===== config.mk =====
export PLATFORM = sky130hd
export DESIGN_NAME = interpolator_flat
export DESIGN_NICKNAME = d
export VERILOG_FILES = /design/src/rtl/cic_pkg.sv /design/src/rtl/interpolator_if.sv /design/src/rtl/interpolator.sv /design/src/flat_wrapper.sv
export SDC_FILE = /design/constraint.sdc
export NUM_CORES = 1
export LEC_CHECK = 0
export CAP_MARGIN = 15
export CORE_MARGIN = 3
export CORE_UTILIZATION = 40
export DETAILED_ROUTE_END_ITERATION = 6
export GPL_TIMING_DRIVEN = 0
export MAX_ROUTING_LAYER = met4
export PLACE_DENSITY = 0.62
export SETUP_SLACK_MARGIN = 0.3
export SKIP_LAST_GASP = 1
export SLEW_MARGIN = 20
export SYNTH_ARGS = -nofsm -noshare
export SYNTH_HDL_FRONTEND = slang
export SYNTH_SLANG_ARGS = --single-unit

===== constraint.sdc =====
create_clock -name clk -period 2.5 [get_ports clk]
set_input_delay 0.5 -clock clk [delete_from_list [all_inputs] [get_ports clk]]
set_output_delay 0.5 -clock clk [all_outputs]
set_load 0.01 [all_outputs]

===== src/rtl/cic_pkg.sv =====
// Shared constants for the CIC interpolation and decimation chain.
// The rate-counter width and largest rate factor are common to the
// interpolator and the decimator, so both range checks use the same helper.
package cic_pkg;

  localparam int CounterLengthBits = 16;
  localparam int MaxRateFactor     = 65535;

  // True when a rate factor fits the shared phase counter.
  function automatic bit rate_factor_ok(input int factor);
    return (factor >= 1) && (factor <= MaxRateFactor);
  endfunction

endpackage


===== src/rtl/interpolator_if.sv =====
// Ready/valid stream bundle for the interpolator: the input sample side and
// the output sample side travel together so a block needs only one bus port.
// slave is the interpolator's view; master is the view of whatever drives it.
interface interpolator_if #(
  parameter int WordLengthBits = 29
);

  logic signed [WordLengthBits-1:0] in;
  logic                             in_valid;
  logic                             in_ready;
  logic signed [WordLengthBits-1:0] out;
  logic                             out_valid;
  logic                             out_ready;

  modport slave (
    input  in,
    input  in_valid,
    output in_ready,
    output out,
    output out_valid,
    input  out_ready
  );

  modport master (
    output in,
    output in_valid,
    input  in_ready,
    input  out,
    input  out_valid,
    output out_ready
  );

endinterface


===== src/rtl/interpolator.sv =====
// Upsampler feeding the CIC interpolator integrator/comb stages.
// Every accepted input word becomes InterpolationFactor output words.
// Default build zero-stuffs: phase 0 carries the word, later phases carry 0.
// Defining INTERPOLATOR_HOLD_EN switches to zero-order hold, where every
// phase repeats the word; handshake, latency and phase counting are unchanged.
// A one-entry pending register takes the next word while the current one is
// still being emitted, so a continuous source gives a gap-free output stream.
module interpolator
  import cic_pkg::*;
#(
  parameter int WordLengthBits      = 29,
  parameter int InterpolationFactor = 50
) (
  input  logic           clk,
  input  logic           rst,
  interpolator_if.slave  bus
);

  typedef logic signed [WordLengthBits-1:0] word_t;
  typedef logic [CounterLengthBits-1:0]     phase_t;

  localparam phase_t LastPhase = phase_t'(InterpolationFactor - 1);

`ifdef INTERPOLATOR_HOLD_EN
  localparam bit HoldEn = 1'b1;
`else
  localparam bit HoldEn = 1'b0;
`endif

  if (!rate_factor_ok(InterpolationFactor)) begin : g_bad_factor
    $error("interpolator: InterpolationFactor %0d outside 1..%0d",
           InterpolationFactor, MaxRateFactor);
  end

  word_t  active_word,   active_word_next;
  logic   active_valid,  active_valid_next;
  phase_t phase,         phase_next;
  word_t  out_word,      out_word_next;
  word_t  pending_word,  pending_word_next;
  logic   pending_valid, pending_valid_next;
  logic   in_ready_q;

  logic fire_in;
  logic fire_out;
  logic last;
  logic load;

  assign fire_in  = bus.in_valid & in_ready_q;
  assign fire_out = active_valid & bus.out_ready;
  assign last     = fire_out & (phase == LastPhase);
  // A new word may enter the active slot when nothing is shown or the final
  // phase of the current word is being taken this cycle.
  assign load     = !active_valid | last;

  assign bus.in_ready  = in_ready_q;
  assign bus.out_valid = active_valid;
  assign bus.out       = out_word;

  // Next-state equation shared by the active slot, phase counter and pending
  // register; the output word is precomputed so out comes straight from a flop.
  always_comb begin
    active_word_next   = active_word;
    active_valid_next  = active_valid;
    phase_next         = phase;
    out_word_next      = out_word;
    pending_word_next  = pending_word;
    pending_valid_next = pending_valid;

    if (load) begin
      if (pending_valid) begin
        active_word_next  = pending_word;
        out_word_next     = pending_word;
        phase_next        = '0;
        active_valid_next = 1'b1;
        if (fire_in) begin
          pending_word_next = bus.in;
        end else begin
          pending_valid_next = 1'b0;
        end
      end else if (fire_in) begin
        active_word_next  = bus.in;
        out_word_next     = bus.in;
        phase_next        = '0;
        active_valid_next = 1'b1;
      end else begin
        active_valid_next = 1'b0;
        out_word_next     = '0;
      end
    end else begin
      if (fire_out) begin
        phase_next    = phase + phase_t'(1);
        out_word_next = HoldEn ? active_word : word_t'(0);
      end
      if (fire_in) begin
        pending_word_next  = bus.in;
        pending_valid_next = 1'b1;
      end
    end
  end

  // State registers; in_ready is registered from the pending slot's next
  // value so downstream ready never reaches upstream combinationally.
  always_ff @(posedge clk or posedge rst) begin
    if (rst) begin
      active_word   <= '0;
      active_valid  <= 1'b0;
      phase         <= '0;
      out_word      <= '0;
      pending_word  <= '0;
      pending_valid <= 1'b0;
      in_ready_q    <= 1'b0;
    end else begin
      active_word   <= active_word_next;
      active_valid  <= active_valid_next;
      phase         <= phase_next;
      out_word      <= out_word_next;
      pending_word  <= pending_word_next;
      pending_valid <= pending_valid_next;
      in_ready_q    <= !pending_valid_next;
    end
  end

endmodule


===== src/flat_wrapper.sv =====
// flat-port wrapper written by rule: the top's interface ports become plain ports
module interpolator_flat import cic_pkg::*;
#(
  parameter int WordLengthBits      = 29,
  parameter int InterpolationFactor = 50
)
  (clk, rst, bus_in, bus_in_valid, bus_in_ready, bus_out, bus_out_valid, bus_out_ready);
  interpolator_if #(.WordLengthBits(WordLengthBits)) bus_i ();
  input  logic clk;
  input  logic rst;
  input wire logic [$bits(bus_i.in)-1:0] bus_in;
  input wire logic [$bits(bus_i.in_valid)-1:0] bus_in_valid;
  output wire logic [$bits(bus_i.in_ready)-1:0] bus_in_ready;
  output wire logic [$bits(bus_i.out)-1:0] bus_out;
  output wire logic [$bits(bus_i.out_valid)-1:0] bus_out_valid;
  input wire logic [$bits(bus_i.out_ready)-1:0] bus_out_ready;
  assign bus_i.in = bus_in;
  assign bus_i.in_valid = bus_in_valid;
  assign bus_in_ready = bus_i.in_ready;
  assign bus_out = bus_i.out;
  assign bus_out_valid = bus_i.out_valid;
  assign bus_i.out_ready = bus_out_ready;
  interpolator #(.WordLengthBits(WordLengthBits), .InterpolationFactor(InterpolationFactor)) u_core (.clk(clk), .rst(rst), .bus(bus_i));
endmodule

# --- Word level (Yosys, flattened, before mapping) ---
# Cells that the tools add are included.
op_classes:
  n_addsub: 1
  n_eq_ne: 3
  n_mux: 16
  bitwise: 4
  reduce_logical: 4
ops:
  columns: ["operator", "count"]
  rows:
  - ["$mux W29", 7]
  - ["$mux W16", 4]
  - ["$add A16 B1 Y16 const B", 1]
  - ["$eq A16 B6 Y1 const B", 1]
  - ["$mux W1", 5]
  - ["$and A1 B1 Y1", 3]
  - ["$ne A3 B1 Y1 const B", 1]
  - ["$logic_not A1 Y1", 2]
  - ["$ne A2 B1 Y1 const B", 1]
  - ["$reduce_and A2 Y1", 1]
  - ["$reduce_bool A2 Y1", 1]
  - ["$or A1 B1 Y1", 1]
word_totals:
  regBits: 77
  in_bits: 33
  out_inout_bits: 31

# --- Depth between registers and ports, before layout ---
logic_depth:
  word_depth: 5
  mapped_depth: 9

# --- Worst setup path before layout ---
# Ideal clock, no wire load.
synth_timing:
  path_type: "register to register"
  from: "register u_core.phase[1]"
  to: "register u_core.pending_word[13]"
  setup_ns: 0.125
  t_arrival_ns: 2.370
  required_time_ns: 2.375
  setup_slack_ns: 0.005
  stages_incl_launch_ff: 10
  n_path_buf: 3
  synth_period_minus_slack_ns: 2.495
  path_cell_list: "dfrtp_1 > inv_1 > ha_1 > or4bb_1 > o41a_1 > buf_6 > o21ai_4 > buf_6 > buf_12 > mux2_4"
synth_between:
  elab_chain_cells: 4
synth_rtl:
  columns: ["element", "line_no", "text"]
  rows:
  - ["start, declared", "interpolator.sv:37", "phase_t phase, phase_next;"]
  - ["start signal, assigned", "interpolator.sv:115", "phase <= phase_next;"]
  - ["$eq A16 B6 Y1 *", "interpolator.sv:50", "assign last = fire_out & (phase == LastPhase);"]
  - ["$and A1 B1 Y1 *", "interpolator.sv:50", null]
  - ["$or A1 B1 Y1 *", "interpolator.sv:53", "assign load = !active_valid | last;"]
  - ["$ne A2 B1 Y1 (no source line) or $mux W29 (tied branches)", null, null]
  - ["end signal, assigned", "interpolator.sv:117", "pending_word <= pending_word_next;"]
  - ["end, declared", "interpolator.sv:39", "word_t pending_word, pending_word_next;"]
# Every way passes the cells marked *; elsewhere a longest branch is shown, timed or not.
# A chain may end at the register's enable or synchronous reset.

# --- Final worst setup path ---
layout_timing:
  from: "register u_core.phase[6]"
  to: "register u_core.pending_word[5]"
# Same word-level chain as after synthesis.

==> flow_summary.toml <==
[status]
outcome = "finished clean"

[power_and_ir_drop]
power_density_nw_per_um2 = 714
peakVddDrop_mv = 0.461
p_total_mw = 3.67
leakage_nw = 2.19

[min_path]
holdPathStages = 1
hp-class = "reg -> reg"

[logic_synthesis]
synthDistinctLibCells = 43
synthesis.nets = 371
netlist_area_sq_um = 3770
synth_common_cells = "dfrtp_1 (77), a21oi_1 (32), o21ai_0 (32), nand3b_1 (29), nor3b_1 (29)"
syn_area_per_cell_sq_um = 11.2
synth_top_area_share_pct = 51.1
syn_inst = 336
synth-seq-area-share_pct = 51.1
netlist_top_cells_area = "dfrtp_1 (51%), nand3b_1 (5.8%), nor3b_1 (5.8%)"
yosysWarnings = 0
synth_seq_cells = 77
synth_area_leader_cell = "dfrtp_1"
synth_ff_type = "dfrtp_1"
synth_edf_count = 0
yosysMostFrequentCell = "dfrtp_1"
async_reset_ff_share_pct = 100

[sta]
timing_hold_violations_final = 0
max_slew.worst_pin.slew_ns = 0.689
rsz0062_at_grt = "true"
whs_ns = 0.509
worst_slack_ns = 0.0573
slew_headroom_pct = 53.6
period_needed_ns = 2.44
setup_violations = 0
skew_ns = 0.00851
fin_crit_sh_pct = 97.7
drv_slew = 0
max_freq_mhz = 409

[global_route]
gr-usage-all-layers_pct = 19.9
grt_pass1_wl_mm = 15.8
antenna_found_initial = 0
gr-total-overflow = 0
grt_pass1_vias = 3137
grt_max_degree = 34

[floorplan]
die_h_microns = 103
die_w_microns = 103
rows = 34
num_io_pins = 64
die_area_sq_um = 10600
core-area_sq_um = 8930
floorplan.initialDensity_pct = 42.2

[setup_path]
cp_top_family = "simple AND/OR/NAND/NOR gates"
cp_data_required_time_ns = 2.73
r2r_slack_ns = 0.06
crit_fanout = 4
reg2reg_depth = 6
path_cells = "or4_4, o41a_1, buf_6, o21ai_4, bufbuf_16, mux2_2"
critPathBufInv = 2
crit_type = "reg -> reg"
critPathLaunchType = "flip-flop"
worst-path-stages = 6
slowest_delay_ns = 0.58
cp_slowest_cell = "or4_4"
worst_ep_arrival_time_ns = 2.67
end_kind = "flip-flop"

[detailed_routing]
totalWireLength_mm = 9.64
via_per_inst = 5.59
drt_pre_antenna_iters = 4
route.met2.wl_mm = 4.61
routed.top_layer = "met4"
via_count = 3047
dr.first_iter.drc_count = 116
met3_length_microns = 498
wl_per_cell_microns = 17.7
ant_nets = 0
remaining_drc_errors = 0
wl_met1_mm = 4.44

[final_layout]
drive_gt1_share_pct = 22.4
instances_no_fill = 545
syn2layout_area_growth_pct = 36.2
seq_area_sq_um = 1930
antenna_cells = 0
finalInstanceArea_sq_um = 5130
nets = 468
filler_cell_count = 757
multi_input_area_sq_um = 1750

[flow_run]
max_cap_violations = 0

[placed_design]
dpl.cell_count = 509
dp_slack_ns = -0.682
numPortBuffers = 63
gp_congestion = 0.880
dp_hpwl_mm = 6.34
dpl_cell_area_sq_um = 4580

[clock_tree]
cts.clk_slew.worst_paths_ns = 0.07
worstSkewPairLatency_ns = 0.35
cts-root-buf = "clkbuf_8"
cts_made_buffers = 9
htreeDepth = 3
cts_tree = "built"
max-clock-path-buffers = 2
clock_sinks = 77
-- layout make-up --
| type | instances | area share, % |
|---|---|---|
| Tap cell | 108 | 2.63 |
| Timing Repair Buffer | 86 | 17.3 |
| Clock buffer | 11 | 2.95 |
| Clock inverter | 4 | 0.927 |
| Multi-Input combinational cell | 227 | 34.1 |
| Inverter | 5 | 0.439 |
| Sequential cell | 77 | 37.6 |
| Buffer | 27 | 3.95 |
-- logic make-up after synthesis --
logic type                 synth area share [%]
adders and majority gates                 0.664
xor gates and xnor gates                   1.16
AOI/OAI and AO/OA                          14.6
muxes                                      9.93
DFF                                        51.1
buffers and inverters                      4.15
and+or+nand+nor                            18.3
-- metal layers --
layer,vias up,global-route usage [%]
li1,1439,-
met1,1514,25.9
met2,84,31.4
met3,10,4.47
met4,0,5.38
met5,-,-
-- stage by stage --
| stage | util [%] | setup TNS (ns) |
|---|---|---|
| after detailed placement | 51.3 | -29.98 |
| after floorplan | - | 0 |
| final | 57.4 | 0 |
| after global placement | 50.8 | -31.03 |
| after global routing | 57.4 | 0 |
| after CTS | 55.9 | 0 |
-- repair_timing --
item / in CTS / in global routing
hold buffers: 0 / 0
pin swaps: 2 / 2
gates cloned: 1 / 1
setup buffers: 13 / 6
resized for setup: 30 / 40
setup endpoints to repair: 76 / 74
-- registers in the layout, indices dropped and copies added (netlist names) --
register              cells
u_core.bus.out_valid      1
u_core.bus.in_ready       1
u_core.pending_valid      1
u_core.pending_word      29
u_core.bus.out           29
u_core.phase             16
-- path summary, 6_finish.rpt --
check / startpoint / to
min reg2reg: u_core.pending_word[28]$_DFFE_PP0P_ / u_core.pending_word[28]$_DFFE_PP0P_
min: u_core.pending_word[28]$_DFFE_PP0P_ / u_core.pending_word[28]$_DFFE_PP0P_
max reg2reg: u_core.phase[6]$_DFFE_PP0P_ / u_core.pending_word[5]$_DFFE_PP0P_
max in group asynchronous: rst / u_core.pending_word[20]$_DFFE_PP0P_
min in group asynchronous: rst / u_core.bus.out[17]$_DFFE_PP0P_
max: u_core.phase[6]$_DFFE_PP0P_ / u_core.pending_word[5]$_DFFE_PP0P_
-- cell usage in the layout (no fill, tap or decap), types with 3 or more instances in the layout --
cell	instances
xnor2_1	5
nand3b_1	29
o21ai_0	11
nand4_1	4
buf_6	6
nand2_1	4
dfrtp_2	4
buf_4	17
a21oi_1	32
a22o_1	5
nor2_1	7
nand3_1	6
clkbuf_8	11
dfrtp_1	73
buf_12	4
mux2_4	13
mux2_2	16
and3_1	6
inv_1	3
nor3b_1	29
and2_1	4
o21ai_1	18
clkdlybuf4s50_1	62
a221o_1	4
a21o_1	3
buf_8	4
o21ai_2	3
clkbuf_1	12
-- where the power goes --
| group | internal, mW | leakage (nW) | total (mW) | switching [mW] |
|---|---|---|---|---|
| clock | 0.507 | 0.101 | 0.959 | 0.452 |
| combinational | 0.588 | 1.10 | 1.02 | 0.428 |
| sequential | 1.53 | 0.988 | 1.69 | 0.165 |
No activity file was read; power rests on OpenSTA's default activity.
